$ cat config.mk
export PLATFORM = sky130hd
export DESIGN_NAME = sys_io_responder
export DESIGN_NICKNAME = d
export VERILOG_FILES = /design/src/rtl/sys_io_pkg.sv /design/src/rtl/sys_io_responder_fifo.sv /design/src/rtl/sys_io_responder.sv
export SDC_FILE = /design/constraint.sdc
export NUM_CORES = 1
export LEC_CHECK = 0
export CELL_PAD_IN_SITES_DETAIL_PLACEMENT = 0
export CELL_PAD_IN_SITES_GLOBAL_PLACEMENT = 1
export CORE_UTILIZATION = 35
export CTS_BUF_LIST = sky130_fd_sc_hd__clkbuf_2 sky130_fd_sc_hd__clkbuf_4 sky130_fd_sc_hd__clkbuf_8
export CTS_CLUSTER_SIZE = 8
export DETAILED_ROUTE_END_ITERATION = 6
export PLACE_DENSITY = 0.9
export SYNTH_ARGS = -nofsm -noshare
export SYNTH_HDL_FRONTEND = slang
export SYNTH_SLANG_ARGS = --single-unit
$ cat constraint.sdc
create_clock -name clk -period 2.1 [get_ports clk]
set_input_delay 0.42 -clock clk [delete_from_list [all_inputs] [get_ports clk]]
set_output_delay 0.42 -clock clk [all_outputs]
set_load 0.1 [all_outputs]
$ cat src/rtl/sys_io_pkg.sv
// Shared register-map offsets, bit positions and helpers for the sys_io responder.
package sys_io_pkg;

  typedef logic [2:0] ofs_t;

  localparam ofs_t OFS_ID       = 3'd0;
  localparam ofs_t OFS_CYCLE    = 3'd1;
  localparam ofs_t OFS_TMR_CMP  = 3'd2;
  localparam ofs_t OFS_TMR_CTRL = 3'd3;
  localparam ofs_t OFS_TX_DATA  = 3'd4;
  localparam ofs_t OFS_RX_DATA  = 3'd5;
  localparam ofs_t OFS_STATUS   = 3'd6;
  localparam ofs_t OFS_TMR_CNT  = 3'd7;

  localparam int CTRL_EN     = 0;
  localparam int CTRL_AUTO   = 1;
  localparam int CTRL_IRQ_EN = 2;
  localparam int CTRL_MATCH  = 8;

  localparam int ST_TX_FULL  = 16;
  localparam int ST_TX_EMPTY = 17;
  localparam int ST_RX_FULL  = 18;
  localparam int ST_RX_EMPTY = 19;
  localparam int ST_TX_OVF   = 24;
  localparam int ST_BUS_ERR  = 25;

  localparam logic [31:0] UNMAPPED_VALUE = 32'hAAAA_AAAA;

  // Offsets that only decode when the compare timer is built in.
  function automatic logic isTimerOfs(input ofs_t ofs);
    return (ofs == OFS_TMR_CMP) || (ofs == OFS_TMR_CTRL) || (ofs == OFS_TMR_CNT);
  endfunction

endpackage

$ cat src/rtl/sys_io_responder_fifo.sv
// sync_fifo: single-clock FIFO with occupancy count; DEPTH must be a power of two.
module sync_fifo #(
  parameter int WIDTH = 8,
  parameter int DEPTH = 4
) (
  input  logic                     clk,
  input  logic                     rst_n,
  input  logic                     push,
  input  logic                     pop,
  input  logic [WIDTH-1:0]         din,
  output logic [WIDTH-1:0]         dout,
  output logic                     full,
  output logic                     empty,
  output logic [$clog2(DEPTH):0]   count
);
  localparam int AW = $clog2(DEPTH);
  localparam int CW = AW + 1;

  logic [WIDTH-1:0] mem [DEPTH];
  logic [AW-1:0]    wrPtr_q, rdPtr_q;
  logic [CW-1:0]    count_q;
  logic             doPush, doPop;

  assign doPush = push && !full;
  assign doPop  = pop && !empty;

  always_ff @(posedge clk) begin
    if (doPush) mem[wrPtr_q] <= din;
  end

  // Pointers wrap naturally because DEPTH is a power of two.
  always_ff @(posedge clk or negedge rst_n) begin
    if (!rst_n) begin
      wrPtr_q <= '0;
      rdPtr_q <= '0;
      count_q <= '0;
    end else begin
      if (doPush) wrPtr_q <= wrPtr_q + AW'(1);
      if (doPop)  rdPtr_q <= rdPtr_q + AW'(1);
      count_q <= count_q + CW'(doPush) - CW'(doPop);
    end
  end

  assign full  = (count_q == CW'(DEPTH));
  assign empty = (count_q == '0);
  assign dout  = mem[rdPtr_q];
  assign count = count_q;

endmodule

$ cat src/rtl/sys_io_responder.sv
// sys_io_responder: sys_* bus slave with ID, cycle counter, TX/RX byte FIFOs and compare timer.
// The timer (offsets 2/3/7 and irq) is only built when SYS_IO_TIMER_EN is defined.
module sys_io_responder
  import sys_io_pkg::*;
#(
  parameter logic [31:0] BASE     = 32'h0000_1000,
  parameter logic [31:0] ID_VALUE = 32'hC0DE_0032,
  parameter int          TX_DEPTH = 4,
  parameter int          RX_DEPTH = 4
) (
  input  logic        clk,
  input  logic        rst,
  input  logic [31:0] sys_r_addr,
  input  logic        sys_r,
  input  logic [31:0] sys_w_addr,
  input  logic [31:0] sys_w_line,
  input  logic        sys_w,
  output logic [31:0] sys_r_line,
  output logic [7:0]  tx_data,
  output logic        tx_valid,
  input  logic        tx_ready,
  input  logic [7:0]  rx_data,
  input  logic        rx_valid,
  output logic        rx_ready,
  output logic        irq
);
  localparam int TX_CW = $clog2(TX_DEPTH) + 1;
  localparam int RX_CW = $clog2(RX_DEPTH) + 1;

  logic [31:0]      rDiff, wDiff;
  ofs_t             rOfs, wOfs;
  logic             rValid, wValid;
  logic             txWr, statusWr, rxRd;
  logic             txPush, txPop, rxPush, rxPop;
  logic             txFull, txEmpty, rxFull, rxEmpty;
  logic [TX_CW-1:0] txCount;
  logic [RX_CW-1:0] rxCount;
  logic [7:0]       rxHead;
  logic [31:0]      statusWord;
  logic [31:0]      cycle_q;
  logic             txOvf_q, txOvf_d, busErr_q, busErr_d;

  assign rDiff = sys_r_addr - BASE;
  assign wDiff = sys_w_addr - BASE;
  assign rOfs  = rDiff[2:0];
  assign wOfs  = wDiff[2:0];

`ifdef SYS_IO_TIMER_EN
  assign rValid = (rDiff < 32'd8);
  assign wValid = (wDiff < 32'd8);
`else
  assign rValid = (rDiff < 32'd8) && !isTimerOfs(rOfs);
  assign wValid = (wDiff < 32'd8) && !isTimerOfs(wOfs);
`endif

  assign txWr     = sys_w && wValid && (wOfs == OFS_TX_DATA);
  assign statusWr = sys_w && wValid && (wOfs == OFS_STATUS);
  assign rxRd     = sys_r && rValid && (rOfs == OFS_RX_DATA);

  // A push into a full TX FIFO is lost even if the consumer pops in the same cycle.
  assign txPush   = txWr && !txFull;
  assign txPop    = !txEmpty && tx_ready;
  assign tx_valid = !txEmpty;
  assign rx_ready = rst && !rxFull;
  assign rxPush   = rx_valid && rx_ready;
  assign rxPop    = rxRd && !rxEmpty;

  sync_fifo #(.WIDTH(8), .DEPTH(TX_DEPTH)) u_txFifo (
    .clk   (clk),
    .rst_n (rst),
    .push  (txPush),
    .pop   (txPop),
    .din   (sys_w_line[7:0]),
    .dout  (tx_data),
    .full  (txFull),
    .empty (txEmpty),
    .count (txCount)
  );

  sync_fifo #(.WIDTH(8), .DEPTH(RX_DEPTH)) u_rxFifo (
    .clk   (clk),
    .rst_n (rst),
    .push  (rxPush),
    .pop   (rxPop),
    .din   (rx_data),
    .dout  (rxHead),
    .full  (rxFull),
    .empty (rxEmpty),
    .count (rxCount)
  );

  // Sticky flags: a hardware set in the same cycle beats a write-1-to-clear.
  always_comb begin
    txOvf_d  = txOvf_q;
    busErr_d = busErr_q;
    if (statusWr && sys_w_line[ST_TX_OVF])  txOvf_d  = 1'b0;
    if (statusWr && sys_w_line[ST_BUS_ERR]) busErr_d = 1'b0;
    if (txWr && txFull) txOvf_d = 1'b1;
    if ((sys_r && !rValid) || (sys_w && !wValid)) busErr_d = 1'b1;
  end

  always_ff @(posedge clk or negedge rst) begin
    if (!rst) begin
      cycle_q  <= '0;
      txOvf_q  <= 1'b0;
      busErr_q <= 1'b0;
    end else begin
      cycle_q  <= cycle_q + 32'd1;
      txOvf_q  <= txOvf_d;
      busErr_q <= busErr_d;
    end
  end

  always_comb begin
    statusWord              = '0;
    statusWord[7:0]         = 8'(txCount);
    statusWord[15:8]        = 8'(rxCount);
    statusWord[ST_TX_FULL]  = txFull;
    statusWord[ST_TX_EMPTY] = txEmpty;
    statusWord[ST_RX_FULL]  = rxFull;
    statusWord[ST_RX_EMPTY] = rxEmpty;
    statusWord[ST_TX_OVF]   = txOvf_q;
    statusWord[ST_BUS_ERR]  = busErr_q;
  end

`ifdef SYS_IO_TIMER_EN
  logic [31:0] tmrCnt_q, tmrCnt_d, tmrCmp_q, tmrCmp_d, ctrlWord;
  logic        en_q, en_d, autoReload_q, autoReload_d, irqEn_q, irqEn_d, match_q, match_d;
  logic        cmpWr, ctrlWr, cntWr, tmrHit;

  assign cmpWr  = sys_w && wValid && (wOfs == OFS_TMR_CMP);
  assign ctrlWr = sys_w && wValid && (wOfs == OFS_TMR_CTRL);
  assign cntWr  = sys_w && wValid && (wOfs == OFS_TMR_CNT);
  assign tmrHit = en_q && (tmrCnt_q == tmrCmp_q);

  // Bus writes override the timer's own update, except the match clear loses to a new hit.
  always_comb begin
    tmrCnt_d     = tmrCnt_q;
    tmrCmp_d     = tmrCmp_q;
    en_d         = en_q;
    autoReload_d = autoReload_q;
    irqEn_d      = irqEn_q;
    match_d      = match_q;
    if (tmrHit) begin
      match_d = 1'b1;
      if (autoReload_q) tmrCnt_d = '0;
      else              en_d     = 1'b0;
    end else if (en_q) begin
      tmrCnt_d = tmrCnt_q + 32'd1;
    end
    if (ctrlWr && sys_w_line[CTRL_MATCH] && !tmrHit) match_d = 1'b0;
    if (cmpWr) tmrCmp_d = sys_w_line;
    if (ctrlWr) begin
      en_d         = sys_w_line[CTRL_EN];
      autoReload_d = sys_w_line[CTRL_AUTO];
      irqEn_d      = sys_w_line[CTRL_IRQ_EN];
    end
    if (cntWr) tmrCnt_d = sys_w_line;
  end

  always_ff @(posedge clk or negedge rst) begin
    if (!rst) begin
      tmrCnt_q     <= '0;
      tmrCmp_q     <= 32'hFFFF_FFFF;
      en_q         <= 1'b0;
      autoReload_q <= 1'b0;
      irqEn_q      <= 1'b0;
      match_q      <= 1'b0;
    end else begin
      tmrCnt_q     <= tmrCnt_d;
      tmrCmp_q     <= tmrCmp_d;
      en_q         <= en_d;
      autoReload_q <= autoReload_d;
      irqEn_q      <= irqEn_d;
      match_q      <= match_d;
    end
  end

  always_comb begin
    ctrlWord              = '0;
    ctrlWord[CTRL_EN]     = en_q;
    ctrlWord[CTRL_AUTO]   = autoReload_q;
    ctrlWord[CTRL_IRQ_EN] = irqEn_q;
    ctrlWord[CTRL_MATCH]  = match_q;
  end

  assign irq = match_q && irqEn_q;
`else
  logic unusedWriteBits;
  assign unusedWriteBits = ^{sys_w_line[31:26], sys_w_line[23:8]};
  assign irq = 1'b0;
`endif

  // Read data is purely combinational so the initiator samples it alongside sys_r.
  always_comb begin
    sys_r_line = UNMAPPED_VALUE;
    if (rValid) begin
      case (rOfs)
        OFS_ID:       sys_r_line = ID_VALUE;
        OFS_CYCLE:    sys_r_line = cycle_q;
        OFS_TX_DATA:  sys_r_line = '0;
        OFS_RX_DATA:  sys_r_line = rxEmpty ? 32'd0 : {1'b1, 23'd0, rxHead};
        OFS_STATUS:   sys_r_line = statusWord;
`ifdef SYS_IO_TIMER_EN
        OFS_TMR_CMP:  sys_r_line = tmrCmp_q;
        OFS_TMR_CTRL: sys_r_line = ctrlWord;
        OFS_TMR_CNT:  sys_r_line = tmrCnt_q;
`endif
        default:      sys_r_line = UNMAPPED_VALUE;
      endcase
    end
  end

endmodule

* Yosys cells after proc, flatten, opt, wreduce, memory -nomap -nowiden
Memory sizes are Yosys's and may differ from the RTL's. Cells that the tools add are included.
Word-level totals: flip-flop bits (word level) 48, memory bits (writable) 64, output and inout bits 43, word-level logic and storage cells 88, memories 2
Memories:
- u_rxFifo.mem | words 4, width 8, rd ports 1, clocked after memory_dff 0, write ports 1, line sys_io_responder_fifo.sv:19 | logic [WIDTH-1:0] mem [DEPTH];
- u_txFifo.mem | words 4, width 8, rd ports 1, clocked after memory_dff 0, write ports 1, line sys_io_responder_fifo.sv:19
Operators by class: add/sub/neg operators 11, magnitude comparators 2, equality and inequality tests 14, mux-type cells 11, reduce and logical (&&, ||, !) cells 39
Operator list (number):
- $pmux 32 s5 | 1
- $lt 32x4->1 const B | 2
- $mux 32 | 2
- $sub 32x13->32 const B | 2
- $add 32x1->32 const B | 1
- $eq 3x3->1 const B | 9
- $logic_and 1x1->1 | 21
- $eq 3x2->1 const B | 4
- $logic_not 3->1 | 3
- $add 2x1->2 const B | 4
- $logic_not 1->1 | 8
- $mux 1 | 8
- $add 3x1->3 | 2
- $sub 3x1->3 | 2
- $logic_or 1x1->1 | 5
- $reduce_bool 2->1 | 2
- $eq 3x1->1 const B | 1

* Depth between registers and ports, before layout
word-level depth 12, mapped depth 9

* By module
Synthesis repeated with hierarchy kept, for this count alone.
Second synthesis, totals: cell total of the unflattened synthesis 415, area total of the unflattened synthesis 5520.3 um2
Modules (own cells, without submodules):
- sync_fifo | times used 2, cells each 83, area an instance 1622.8 um2
- sys_io_responder | times used 1, cells each 249, area an instance 2274.7 um2

* Worst setup path after synthesis
OpenSTA, ideal clock, no wires.
path kind input-to-reg, start in rst, end reg u_rxFifo.count_q[1] (netlist: u_rxFifo.count[1]), data arrival time 3.755 ns, data required time 1.965 ns, slack -1.791 ns, cell stages on the path 4, cells stage by stage a21boi_0 and2_0 ha_1 fa_1
On the way: cells in the longest elaborated chain, start to end 5
Ends and longest elaborated chain:
- from (decl) | line sys_io_responder.sv:12 | input logic rst,
- $logic_and 1x1->1 | line sys_io_responder.sv:64 | assign rx_ready = rst && !rxFull;
- $logic_and 1x1->1 | line sys_io_responder.sv:65 | assign rxPush = rx_valid && rx_ready;
- $logic_and 1x1->1 | line sys_io_responder_fifo.sv:24 | assign doPush = push && !full;
- named net u_rxFifo.doPush | line sys_io_responder_fifo.sv:22 | logic doPush, doPop;
- $add 3x1->3 | line sys_io_responder_fifo.sv:40 | count_q <= count_q + CW'(doPush) - CW'(doPop);
- $sub 3x1->3 | line sys_io_responder_fifo.sv:40
- to (signal assigned) | line sys_io_responder_fifo.sv:40
- to (decl) | line sys_io_responder_fifo.sv:21 | logic [CW-1:0] count_q;
The timed path passes the listed nets, and every way through them passes these cells. A chain may end at the register's enable or synchronous reset.

* Worst setup path after layout
start in sys_r_addr[17], end out sys_r_line[25]
On the way: cells in the longest elaborated chain, start to end 4
Ends and longest elaborated chain:
- from (decl) | line sys_io_responder.sv:13 | input logic [31:0] sys_r_addr,
- $sub 32x13->32 | line sys_io_responder.sv:43 | assign rDiff = sys_r_addr - BASE;
- $lt 32x4->1 | line sys_io_responder.sv:52 | assign rValid = (rDiff < 32'd8) && !isTimerOfs(rOfs);
- $logic_and 1x1->1 | line sys_io_responder.sv:52
- $mux 32 | line sys_io_responder.sv:197 | if (rValid) begin
- to (decl) | line sys_io_responder.sv:18 | output logic [31:0] sys_r_line,
No other way between the ends.

==> results.py <==
metrics = {
    "placement": {
        "pre_cts_ws_ps": -971,
        "post-dp-hpwl_um": 10600,
        "place.port_buffers": 129,
        "place.gp.congestion": 0.826,
        "dpl_cell_area_um2": 8080,
    },
    "power": {
        "power.ir.vdd_worst_uv": 542,
        "power-per-cell-area_nw_per_um2": 744,
        "static-leakage-power_nw": 3.41,
    },
    "floorplan": {
        "die_area_um2": 15700,
        "core_um2": 14700,
        "placement_rows": 44,
        "dieHeight_um": 125,
        "floorplan.die.width_um": 125,
        "io_pins": 153,
        "initial_standard_cell_utilization_of_the_core_pct": 36.2,
    },
    "synth": {
        "ys_dominant_reg_cell": "sky130_fd_sc_hd__edfxtp_1",
        "synthCells": 399,
        "synth_sequential_area_ratio_pct": 58.7,
        "synthDistinctLibCells": 52,
        "postSynthRegisterBits": 112,
        "mappedNetlistNets": 524,
        "cell_area_after_technology_mapping_um2": 5320,
        "synth-async-reset-ratio_pct": 42.9,
        "yosys_warnings": 0,
        "synth_edf_count": 64,
        "synth.avg_cell_area_um2": 13.3,
    },
    "clock_network": {
        "cts.reportedPaths.clkPinSlew_ps": 100,
        "clock_insertion_delay_worst_skew_ps": 380,
        "ctsHoldBuffers": 0,
        "max-clock-path-buffers": 2,
        "h_tree_depth": 3,
        "number_of_buffers_created_by_cts": 9,
        "cts_tree": "yes",
        "clock_root_buffer": "sky130_fd_sc_hd__clkbuf_8",
        "cts_sinks": 112,
    },
    "drt": {
        "drc": 0,
        "vias_per_cell": 5.27,
        "drt_wl_total_um": 14900,
        "antenna_left": 0,
        "drt_first_pass_iters": 6,
        "via_count": 4223,
        "wire_per_inst_um": 18.6,
        "drt-initial-drc-count": 333,
    },
    "finish": {
        "layout.cells.most_common": "sky130_fd_sc_hd__buf_4",
        "synthToLayoutAreaGrowth_pct": 63.0,
        "finish.instance_area_um2": 8670,
        "layout.nets": 737,
        "antenna-diode-count": 0,
        "drive_above_1_share_pct": 44.6,
        "fillCellCount": 1124,
        "layout.cells.most_common_list": "sky130_fd_sc_hd__buf_4, sky130_fd_sc_hd__edfxtp_1, sky130_fd_sc_hd__buf_12, sky130_fd_sc_hd__dfrtp_1, sky130_fd_sc_hd__xnor2_1",
    },
    "sta": {
        "finalWorstSetupSlack_ps": -505,
        "final_min_period_over_clock_period_pct": 124,
        "fin_worst_skew_ps": 7.99,
        "report.final.slew_viol_count": 0,
        "finalHoldViolations": 0,
        "final_worst_path_period_need_ps": 2610,
        "rsz_0062_raised_after_global_routing": "true",
        "relSlewSlack_pct": 59.1,
        "setup-violations-final": 34,
        "worst_pin_slew_ps": 613,
        "finalSetupTns_ps": -15560,
        "fmax_ghz": 0.384,
    },
    "global_route": {
        "grt_first_pass_wirelength_um": 23500,
        "grt_start_max_net_pins": 49,
        "number_of_global_route_vias_before_repair": 4508,
        "global_route.usage.total_pct": 19.5,
        "initial_antenna_violation_count": 0,
        "grt-ovfl-total": 0,
    },
    "outcome": {
        "status": "finished, violations left",
        "failed_checks": "negative setup slack",
    },
    "setup_path": {
        "arrival_ps": 2190,
        "register_to_register_path_setup_slack_ps": -160,
        "crit_path_max_incr_delay_ps": 430,
        "worst-endpoint-required_ps": 1680,
        "critPathSlowestCell": "sky130_fd_sc_hd__or3_4",
        "crit_family": "simple AND/OR/NAND/NOR gates",
        "worst_setup_path_start_kind": "primary input",
        "worst-setup-path-type": "in2out",
        "critical_path.max_fanout": 6,
        "setup.worst_path.end_class": "primary output",
        "cp.buffers_inverters": 3,
        "crit_path_cell_trace": "buf_6, nor4_2, nand4_1, buf_4, or3_4, a221o_4, buf_12",
    },
    "job": {
        "max_cap_viols": 0,
    },
    "worst_hold_path": {
        "holdCritPathClass": "in2async",
    },
}
[routing by layer]
layer / vias to the layer above / global-route usage, % / part of all wire [%] / routed length [µm]
met3: 42 / 3.85 / 5.1 / 765
li1: 1943 / - / - / -
met5: - / 0 / 0 / 0
met4: 0 / 8.68 / 2.9 / 429
met1: 2095 / 23.1 / 40 / 5940
met2: 143 / 34.4 / 52 / 7780
[cell usage after synthesis (all sizes together), types with 4 or more instances]
master / count / area [µm²]
edfxtp: 64 / 1920
dfrtp: 48 / 1200
xnor2: 32 / 280
nand2: 29 / 109
nor4: 23 / 171
nand3: 20 / 100
nand4: 19 / 119
inv: 17 / 63.8
mux4: 16 / 360
and3: 13 / 81.3
ha: 13 / 163
nor2: 11 / 41.3
o21ai: 10 / 50.1
and2: 9 / 56.3
clkbuf: 8 / 30.0
xor2: 8 / 70.1
buf: 7 / 52.5
nor3: 6 / 40.0
a221o: 5 / 53.8
a22oi: 5 / 37.5
or3: 4 / 26.3
[stage by stage]
step	util (%)	hold WS (ps)	total power [mW]	cells
2_1_floorplan	-	124	4.03	399
3_3_place_gp	54.9	460	4.98	761
3_5_place_dp	54.9	491	5.06	761
4_1_cts	58.6	242	6.44	793
5_1_grt	59.0	274	6.72	801
6_report	59.0	218	6.45	801
[logic make-up (layout without fill, tap and decap cells)]
group / count (synthesis) / in the layout / synth area share (%)
flops: 112 / 112 / 58.7
fa+ha+maj: 15 / 15 / 3.81
xor+xnor: 40 / 40 / 6.59
buf+inv: 32 / 250 / 2.75
compound gates: 33 / 33 / 4.68
other cells: 1 / 1 / 0.0705
mux: 18 / 18 / 7.20
simple gates: 148 / 148 / 16.2
[registers in the layout, indices dropped and copies added (netlist names)]
| register | flops |
|---|---|
| txOvf_q | 1 |
| u_txFifo.count | 3 |
| u_rxFifo.wrPtr_q | 2 |
| u_rxFifo.count | 3 |
| busErr_q | 1 |
| u_rxFifo.mem | 32 |
| u_txFifo.mem | 32 |
| u_txFifo.rdPtr_q | 2 |
| u_rxFifo.rdPtr_q | 2 |
| u_txFifo.wrPtr_q | 2 |
| cycle_q | 32 |
[report_power, final]
group | internal (mW) | switching, mW | total [mW]
Sequential | 2.50 | 0.115 | 2.62
Combinational | 1.16 | 1.41 | 2.58
Clock | 0.500 | 0.751 | 1.25
Total | 4.17 | 2.28 | 6.45
[final timing paths]
path | cells after the start | startpoint | endpoint
max | 7 | sys_r_addr[17] | sys_r_line[25]
min | 2 | rst | u_txFifo.rdPtr_q[0]
max reg2reg | 10 | u_rxFifo.count[1] | u_rxFifo.count[2]
min reg2reg | 1 | cycle_q[29] | cycle_q[29]
max in group asynchronous | 2 | rst | u_rxFifo.rdPtr_q[0]
min in group clk | 1 | cycle_q[29] | cycle_q[29]
[timing repair]
item,CTS,global route
resized for setup,213,29
pin swaps,30,18
setup buffers,14,8
gates cloned,3,1
setup endpoints to repair,78,43
[layout make-up]
type | instances | area [µm²] | share of cell area (%)
clock buffer | 11 | 145 | 1.67
clock inverter | 5 | 52.6 | 0.606
inverter | 17 | 63.8 | 0.736
multi-input combinational | 255 | 2590 | 29.9
sequential | 112 | 3120 | 36.0
tap | 184 | 230 | 2.66
timing repair buffer | 217 | 2460 | 28.4
(Power assumes the default switching activity.)
